==> src/rtl/dac_burst_sched_if.sv <==
// rtl/dac_burst_sched_if.sv - upstream sample stream and DAC front-end bundle for dac_burst_sched
interface dac_burst_sched_if #(
    parameter int DATA_WIDTH = 14
);
    logic                  s_valid;
    logic                  s_ready;
    logic [DATA_WIDTH-1:0] s_dat0;
    logic [DATA_WIDTH-1:0] s_dat1;
    logic [DATA_WIDTH-1:0] dac0;
    logic [DATA_WIDTH-1:0] dac1;
    logic                  dac_ce;

    // master: sample source / DAC observer side; slave: the scheduler
    modport master (output s_valid, s_dat0, s_dat1, input s_ready, dac0, dac1, dac_ce);
    modport slave  (input s_valid, s_dat0, s_dat1, output s_ready, dac0, dac1, dac_ce);
endinterface

==> src/rtl/dac_burst_sched.sv <==
// rtl/dac_burst_sched.sv - timed burst scheduler feeding the DDR DAC front end
// Optional: DAC_BURST_SCHED_HOLD_EN repeats the last valid sample on an underflowed slot.
module dac_burst_sched #(
    parameter int DATA_WIDTH    = 14,
    parameter int CNT_WIDTH     = 32,
    parameter int SETTLE_CYCLES = 16
) (
    input  logic                 clk,
    input  logic                 rst_n,
    input  logic                 enable,
    input  logic [CNT_WIDTH-1:0] period,
    input  logic [CNT_WIDTH-1:0] burst_len,
    input  logic                 underflow_clr,
    output logic                 burst_active,
    output logic                 underflow,
    output logic [CNT_WIDTH-1:0] burst_cnt,
    dac_burst_sched_if.slave     bus
);
    typedef enum logic [1:0] {IDLE, SETTLE, BURST, GAP} state_t;

    localparam logic [CNT_WIDTH-1:0] SETTLE_LOAD = CNT_WIDTH'(SETTLE_CYCLES - 1);
    localparam logic [CNT_WIDTH-1:0] ONE         = CNT_WIDTH'(1);

    state_t               state, state_nxt;
    logic [CNT_WIDTH-1:0] cnt, cnt_nxt;
    logic [CNT_WIDTH-1:0] per_q, len_q;
    logic                 burst_start;
    logic                 cnt_zero;
    logic                 slot;
    logic                 gap_en;
    logic [CNT_WIDTH-1:0] gap_load, len_load;
    logic [DATA_WIDTH-1:0] fill0, fill1;

    assign cnt_zero = (cnt == '0);
    assign slot     = (state == BURST) && enable;
    assign gap_en   = (per_q > len_q);
    assign gap_load = per_q - len_q - ONE;
    assign len_load = len_q - ONE;

    // cnt holds remaining cycles of the current phase minus one; each phase exits on zero
    always_comb begin
        state_nxt   = state;
        cnt_nxt     = cnt_zero ? cnt : cnt - ONE;
        burst_start = 1'b0;
        case (state)
            IDLE: begin
                if (enable) begin
                    state_nxt = SETTLE;
                    cnt_nxt   = SETTLE_LOAD;
                end
            end
            SETTLE: begin
                if (cnt_zero) begin
                    if (len_q == '0) begin
                        state_nxt = GAP;
                        cnt_nxt   = '0;
                    end else begin
                        state_nxt   = BURST;
                        cnt_nxt     = len_load;
                        burst_start = 1'b1;
                    end
                end
            end
            BURST: begin
                if (cnt_zero) begin
                    if (gap_en) begin
                        state_nxt = GAP;
                        cnt_nxt   = gap_load;
                    end else begin
                        state_nxt   = BURST;
                        cnt_nxt     = len_load;
                        burst_start = 1'b1;
                    end
                end
            end
            GAP: begin
                // zero-length bursts park here for good
                if (cnt_zero && (len_q != '0)) begin
                    state_nxt   = BURST;
                    cnt_nxt     = len_load;
                    burst_start = 1'b1;
                end
            end
            default: state_nxt = IDLE;
        endcase
        if (!enable) begin
            state_nxt   = IDLE;
            cnt_nxt     = '0;
            burst_start = 1'b0;
        end
    end

    always_ff @(posedge clk or negedge rst_n) begin
        if (!rst_n) begin
            state <= IDLE;
            cnt   <= '0;
            per_q <= '0;
            len_q <= '0;
        end else begin
            state <= state_nxt;
            cnt   <= cnt_nxt;
            if ((state == IDLE) && enable) begin
                per_q <= period;
                len_q <= burst_len;
            end
        end
    end

`ifdef DAC_BURST_SCHED_HOLD_EN
    logic [DATA_WIDTH-1:0] hold0, hold1;

    // burst start wins over a valid last slot of the previous back-to-back burst
    always_ff @(posedge clk or negedge rst_n) begin
        if (!rst_n) begin
            hold0 <= '0;
            hold1 <= '0;
        end else if ((state == IDLE) || burst_start) begin
            hold0 <= '0;
            hold1 <= '0;
        end else if (slot && bus.s_valid) begin
            hold0 <= bus.s_dat0;
            hold1 <= bus.s_dat1;
        end
    end

    assign fill0 = hold0;
    assign fill1 = hold1;
`else
    assign fill0 = '0;
    assign fill1 = '0;
`endif

    always_ff @(posedge clk or negedge rst_n) begin
        if (!rst_n) begin
            bus.s_ready  <= 1'b0;
            bus.dac_ce   <= 1'b0;
            bus.dac0     <= '0;
            bus.dac1     <= '0;
            burst_active <= 1'b0;
            underflow    <= 1'b0;
            burst_cnt    <= '0;
        end else begin
            bus.s_ready  <= (state_nxt == BURST);
            burst_active <= (state_nxt == BURST);
            bus.dac_ce   <= (state_nxt == BURST) || (state_nxt == GAP);
            if (slot) begin
                bus.dac0 <= bus.s_valid ? bus.s_dat0 : fill0;
                bus.dac1 <= bus.s_valid ? bus.s_dat1 : fill1;
            end else begin
                bus.dac0 <= '0;
                bus.dac1 <= '0;
            end
            if (slot && !bus.s_valid) begin
                underflow <= 1'b1;
            end else if (underflow_clr) begin
                underflow <= 1'b0;
            end
            if ((state == IDLE) && enable) begin
                burst_cnt <= '0;
            end else if (burst_start && (burst_cnt != '1)) begin
                burst_cnt <= burst_cnt + ONE;
            end
        end
    end
endmodule

==> src/flat_wrapper.sv <==
// flat-port wrapper written by rule: the top's interface ports become plain ports
module dac_burst_sched_flat 
#(
    parameter int DATA_WIDTH    = 14,
    parameter int CNT_WIDTH     = 32,
    parameter int SETTLE_CYCLES = 16
)
  (clk, rst_n, enable, period, burst_len, underflow_clr, burst_active, underflow, burst_cnt, bus_s_valid, bus_s_dat0, bus_s_dat1, bus_s_ready, bus_dac0, bus_dac1, bus_dac_ce);
  dac_burst_sched_if #(.DATA_WIDTH(DATA_WIDTH)) bus_i ();
  input  logic clk;
  input  logic rst_n;
  input  logic enable;
  input  logic [CNT_WIDTH-1:0] period;
  input  logic [CNT_WIDTH-1:0] burst_len;
  input  logic underflow_clr;
  output logic burst_active;
  output logic underflow;
  output logic [CNT_WIDTH-1:0] burst_cnt;
  input wire logic [$bits(bus_i.s_valid)-1:0] bus_s_valid;
  input wire logic [$bits(bus_i.s_dat0)-1:0] bus_s_dat0;
  input wire logic [$bits(bus_i.s_dat1)-1:0] bus_s_dat1;
  output wire logic [$bits(bus_i.s_ready)-1:0] bus_s_ready;
  output wire logic [$bits(bus_i.dac0)-1:0] bus_dac0;
  output wire logic [$bits(bus_i.dac1)-1:0] bus_dac1;
  output wire logic [$bits(bus_i.dac_ce)-1:0] bus_dac_ce;
  assign bus_i.s_valid = bus_s_valid;
  assign bus_i.s_dat0 = bus_s_dat0;
  assign bus_i.s_dat1 = bus_s_dat1;
  assign bus_s_ready = bus_i.s_ready;
  assign bus_dac0 = bus_i.dac0;
  assign bus_dac1 = bus_i.dac1;
  assign bus_dac_ce = bus_i.dac_ce;
  dac_burst_sched #(.DATA_WIDTH(DATA_WIDTH), .CNT_WIDTH(CNT_WIDTH), .SETTLE_CYCLES(SETTLE_CYCLES)) u_core (.clk(clk), .rst_n(rst_n), .enable(enable), .period(period), .burst_len(burst_len), .underflow_clr(underflow_clr), .burst_active(burst_active), .underflow(underflow), .burst_cnt(burst_cnt), .bus(bus_i));
endmodule
==> config.mk <==
export PLATFORM = sky130hd
export DESIGN_NAME = dac_burst_sched_flat
export DESIGN_NICKNAME = d
export VERILOG_FILES = /design/src/rtl/dac_burst_sched_if.sv /design/src/rtl/dac_burst_sched.sv /design/src/flat_wrapper.sv
export SDC_FILE = /design/constraint.sdc
export NUM_CORES = 1
export LEC_CHECK = 0
export CORE_MARGIN = 2
export CORE_UTILIZATION = 54
export CTS_CLUSTER_SIZE = 20
export DETAILED_ROUTE_END_ITERATION = 8
export MAX_ROUTING_LAYER = met4
export PLACE_DENSITY = 0.8
export SYNTH_ARGS = -nofsm -noshare
export SYNTH_HDL_FRONTEND = slang
export SYNTH_SLANG_ARGS = --single-unit
==> constraint.sdc <==
create_clock -name clk -period 4.4 [get_ports clk]
set_input_delay 0.66 -clock clk [delete_from_list [all_inputs] [get_ports clk]]
set_output_delay 0.66 -clock clk [all_outputs]
set_load 0.05 [all_outputs]
; ---- Word-level counts from Yosys, hierarchy flattened
; Index checks and enable logic that the tools add are counted.
; Widths: inputs -> output; s select.
[word_totals]
n_memories = 0
latchBits = 0
wordCells = 65
ff_bits = 161
romBits = 0
ramBits = 0
input_bits = 97
[op_classes]
eq_ne = 6
add_sub_neg = 5
muxes = 30
n_shift = 0
order_cmp = 1
reduce_logical = 13
bitwise = 0
mul = 0
div_mod_pow = 0
[op_table]
columns = op, count
row1 = $mux 32, 9
row2 = $pmux 32 s4, 1
row3 = $sub 32x1->32 const B, 3
row4 = $logic_not 32->1, 2
row5 = $mux 14, 4
row6 = $add 32x1->32 const B, 1
row7 = $gt 32x32->1, 1
row8 = $ne 32x32->1 const B, 1
row9 = $reduce_bool 32->1, 1
row10 = $sub 32x32->32, 1
row11 = $mux 1, 10
row12 = $eq 2x2->1 const B, 4
row13 = $mux 2, 4
row14 = $pmux 2 s4, 1
row15 = $logic_and 1x1->1, 5
row16 = $reduce_bool 2->1, 2
row17 = $pmux 1 s3, 1
row18 = $eq 2x1->1 const B, 1
row19 = $logic_not 2->1, 1
row20 = $logic_not 1->1, 1
row21 = $logic_or 1x1->1, 1

; ---- Longest topological paths before layout
; Gate-level depths: netlist of run 1.
[logic_depth]
depth_word = 8
depth_mapped = 13

; ---- Worst setup path after synthesis of run 1
; OpenSTA, ideal clock, no wires.
[synth_timing]
path_type = reg-to-reg
start = reg u_core.cnt[14]
end = reg u_core.burst_cnt[11]
setup_time_ns = 0.136
required_ns = 4.264
arrival_time_ns = 3.251
setup_slack_ns = 1.013
period_less_slack_ns = 3.387
stages_incl_launch_ff = 13
path_cell_list = dfrtp_1 or4_1 buf_2 or4_4 buf_6 nor4_4 o21ai_1 or3b_1 buf_2 buf_6 clkbuf_1 o311ai_1 o41ai_1
[synth_via]
elab_chain_len = 7
elab_cells_between_ends = 9
classes_between = 5 x mux / 4 x reduce/logical
[synth_rtl]
columns = item, line
row1 = "start, declared", dac_burst_sched.sv:25  ; logic [CNT_WIDTH-1:0] cnt, cnt_nxt;
row2 = "start signal, assigned", dac_burst_sched.sv:101  ; cnt <= cnt_nxt;
row3 = $logic_not 32->1 *, dac_burst_sched.sv:34  ; assign cnt_zero = (cnt == '0);
row4 = $logic_and 1x1->1, dac_burst_sched.sv:78  ; if (cnt_zero && (len_q != '0)) begin
row5 = $mux 1, dac_burst_sched.sv:78
row6 = $pmux 1 s3 *, dac_burst_sched.sv:45  ; case (state)
row7 = $mux 1 *, dac_burst_sched.sv:86  ; if (!enable) begin
row8 = $logic_and 1x1->1 *, dac_burst_sched.sv:160  ; end else if (burst_start && (burst_cnt != '1)) begin
row9 = $reduce_bool 2->1 (no source line) *, n/a
row10 = "end signal, assigned", dac_burst_sched.sv:161  ; burst_cnt <= burst_cnt + ONE;
row11 = "end, declared", dac_burst_sched.sv:16  ; output logic [CNT_WIDTH-1:0] burst_cnt,
; Every way passes the cells marked *; elsewhere a longest branch is shown, timed or not.
; A chain may end at the register's enable or synchronous reset.

; ---- Worst setup path after layout of run 1
[layout_timing]
start = reg u_core.cnt[14]
end = reg u_core.burst_cnt[26]
; The elaborated chain is that of the path after synthesis.

==> metrics, run 1 <==
largest net degree at the start of global routing 105; switch share 38.2%; CTS Hold Bufs 0; Clock transition at path regs 70 ps; Clock Skew 17.0 ps; clk_lat worst skew 440 ps; Slew HR 35.5%; post-synthesis compound-gate area fraction 16.5%; H-tree Lvls 4; Worst R2R Setup Slack 630 ps; startpoint types flop; Pleak 0.00548 uW; RSZ-0062 raised after global routing no; largest family of logic cells by synthesized area simple AND/OR/NAND/NOR gates; syn_area_per_cell 8.46 sq um; total power draw 5040 uW; Max stage delay on crit path 680 ps; max-slew violation count 0; critical path type flop to flop; CP cell instances or4_1 > or4_4 > nor4_4 > o21ai_1 > or3b_1 > buf_4 > or2_0 > or3_1 > a21oi_1; RD Place Congestion 0.988; Num Clock Sinks 161; setup repair bufs after CTS 0; most common cell after layout, fill and taps aside nand2_1; Root Driver clkbuf_16; distinct cell type count after synthesis 67; Setup-failing EPs final 0; clock power share 30.9%; Peak VDD IR 326 uV; Routed Antenna Nets 0; n_diodes 0; core area 0.0186 sq mm; measured slew at the worst slew-check pin 968 ps; top_reg_cell synth dfrtp_1; post-synthesis sequential area ratio 39.4%; average wire per standard cell 18.9 um; Total Wirelength 30200 um; Post-synth EDFFs 0; TNS Setup 0 ps; sequential power share 33.8%; post-detail-place hpwl 22400 um; routed vias 9808; CTS tree yes; Hold Crit Class input port to async pin; min Tclk post-route 3770 ps; Syn Nets 1350; most frequent cells in the layout 210 x nand2_1, 161 x dfrtp_1, 159 x clkdlybuf4s50_1; Largest delay share family, worst path simple AND/OR/NAND/NOR gates; post-synthesis xor/xnor area fraction 7.11%; Comb pwr share 35.3%; Max Clk Rate 265 MHz; Filler Cell Count 1492; Remaining DRCs 0; Critical Path RT 4760 ps; Die Footprint 0.0201 sq mm; Tot GR Track Use 31.5%; Worst Path Max Fanout 32; post-synthesis cell count 1210; vias in the first global route 9295; Worst setup EP type flop; initial DRC count 772; layout cells sized above 1 4.55%; critical path's slowest cell or4_1; max cap viols 0; fin nets 1489; simple-gate area share of the yosys netlist 26.1%; YS warnings 0; final hold violations 0; Max clock buf depth 2; WP buf/inv 1; # resized after CTS 0; port bufs 160; mux share of post-synthesis cell area 1.27%; initial antenna violation count 0; Vert. Die Dim 142 um; Rows 50; Power Density 398 mW/mm^2; Initial Utilization 54.9%; drt pass-1 iters 6; chip width 142 um; first-pass GRT wire length 48400 um; register bit total from synthesis 161; crit share post-route 85.6%; num ports 161; post-synthesis adder-cell area fraction 5.33%; Crit path arrival time 4120 ps; Overflow after GRT 0; ys async rst share 100%; TritonCTS buffer count 17; run status completed; switching power total 1920 uW; vias per cell 6.15; area grow syn2layout 23.7%; Cell Area, Synth 0.0102 sq mm; Cell Int Power 3120 uW
## registers in the layout (all words and copies together), names as in the netlist, 2 cells and up
register	flops
u_core.burst_cnt	32
u_core.bus.dac0	14
u_core.bus.dac1	14
u_core.cnt	32
u_core.len_q	32
u_core.per_q	32
u_core.state	2
## metal layers
metal	track usage, %	vias to the layer above	wire length (um)
li1	-	4595	-
met1	44.0	4643	13100
met2	48.6	524	13900
met3	5.64	46	2770
met4	6.79	0	483
met5	-	-	0
## stage by stage
stage / setup WS (ps) / utilization (%) / cells / instance area [sq um] / hold WS (ps)
2_1_floorplan: 1010 / - / 1210 / 10200 / 364
4_1_cts: 682 / 67.9 / 1596 / 12700 / 392
3_5_place_dp: 703 / 64.6 / 1564 / 12000 / 467
3_3_place_gp: 747 / 64.6 / 1564 / 12000 / 464
5_1_grt: 480 / 67.9 / 1596 / 12700 / 435
6_report: 632 / 67.9 / 1596 / 12700 / 353
## power groups by stage
stage / Clock, uW / Sequential [uW] / Combinational [uW]
detailed placement: 0 / 1730 / 1720
global placement: 0 / 1720 / 1710
global route: 1630 / 1720 / 1950
CTS: 1580 / 1700 / 1740
finish: 1560 / 1700 / 1780
floorplan: 0 / 1700 / 1190
## cell type report
class	instances	area (sq um)	share of cell area, %
clock inverter	14	184	1.45
multi-input combinational	938	5770	45.6
inverter	51	191	1.51
clock buffer	18	439	3.47
timing repair buffer	180	1750	13.8
sequential	161	4030	31.8
tap	234	293	2.31
## cells in the mapped netlist, types with 14 or more instances
cell | n | area [sq um]
a21oi_1 | 64 | 320
and2_1 | 38 | 238
and3_1 | 14 | 87.6
clkbuf_1 | 51 | 191
dfrtp_1 | 161 | 4030
ha_1 | 42 | 526
inv_1 | 51 | 191
nand2_1 | 211 | 792
nand2b_1 | 21 | 131
nand3_1 | 36 | 180
nand4_1 | 22 | 138
nor2_1 | 70 | 263
nor3_1 | 28 | 140
nor4_1 | 24 | 150
o21ai_0 | 65 | 325
o31ai_1 | 14 | 105
or4_1 | 26 | 195
xnor2_1 | 56 | 490
xor2_1 | 27 | 236
## path summary, 6_finish.rpt
check / startpoint / end / depth (start not counted)
worst max-delay path: u_core.cnt[14]$_DFF_PN0_ / u_core.burst_cnt[26]$_DFFE_PN0P_ / 9
worst min-delay path: rst_n / u_core.cnt[5]$_DFF_PN0_ / 1
worst max register to register: u_core.cnt[14]$_DFF_PN0_ / u_core.burst_cnt[26]$_DFFE_PN0P_ / 9
worst min register to register: u_core.per_q[9]$_DFFE_PN0P_ / u_core.per_q[9]$_DFFE_PN0P_ / 2
max in group asynchronous: rst_n / u_core.len_q[16]$_DFFE_PN0P_ / 2
min in group clk: u_core.per_q[9]$_DFFE_PN0P_ / u_core.per_q[9]$_DFFE_PN0P_ / 2
## cells by family after synthesis
group                      count (synthesis)
and+or+nand+nor                          537
AOI/OAI and AO/OA                        262
DFF                                      161
buffers and inverters                    111
xor gates and xnor gates                  83
adders and majority gates                 43
muxes                                     13
Note: power is estimated with default switching activity, not from simulation.
==> inputs of run 2 (changes only) <==
==> constraint.sdc (replaced) <==
create_clock -name clk -period 4.4 [get_ports clk]
set_input_delay 0.66 -clock clk [delete_from_list [all_inputs] [get_ports clk]]
set_output_delay 0.66 -clock clk [all_outputs]
set_load 0.02 [all_outputs]
==> results of run 2 <==
Same layout as run 1 (identical final DEF). Status: completed.
==> inputs of run 3 (changes only) <==
SLEW_MARGIN = 20   (was not set)
TNS_END_PERCENT = 1   (was not set)
==> results of run 3 <==
Same layout as run 1 (identical final DEF). Status: completed.
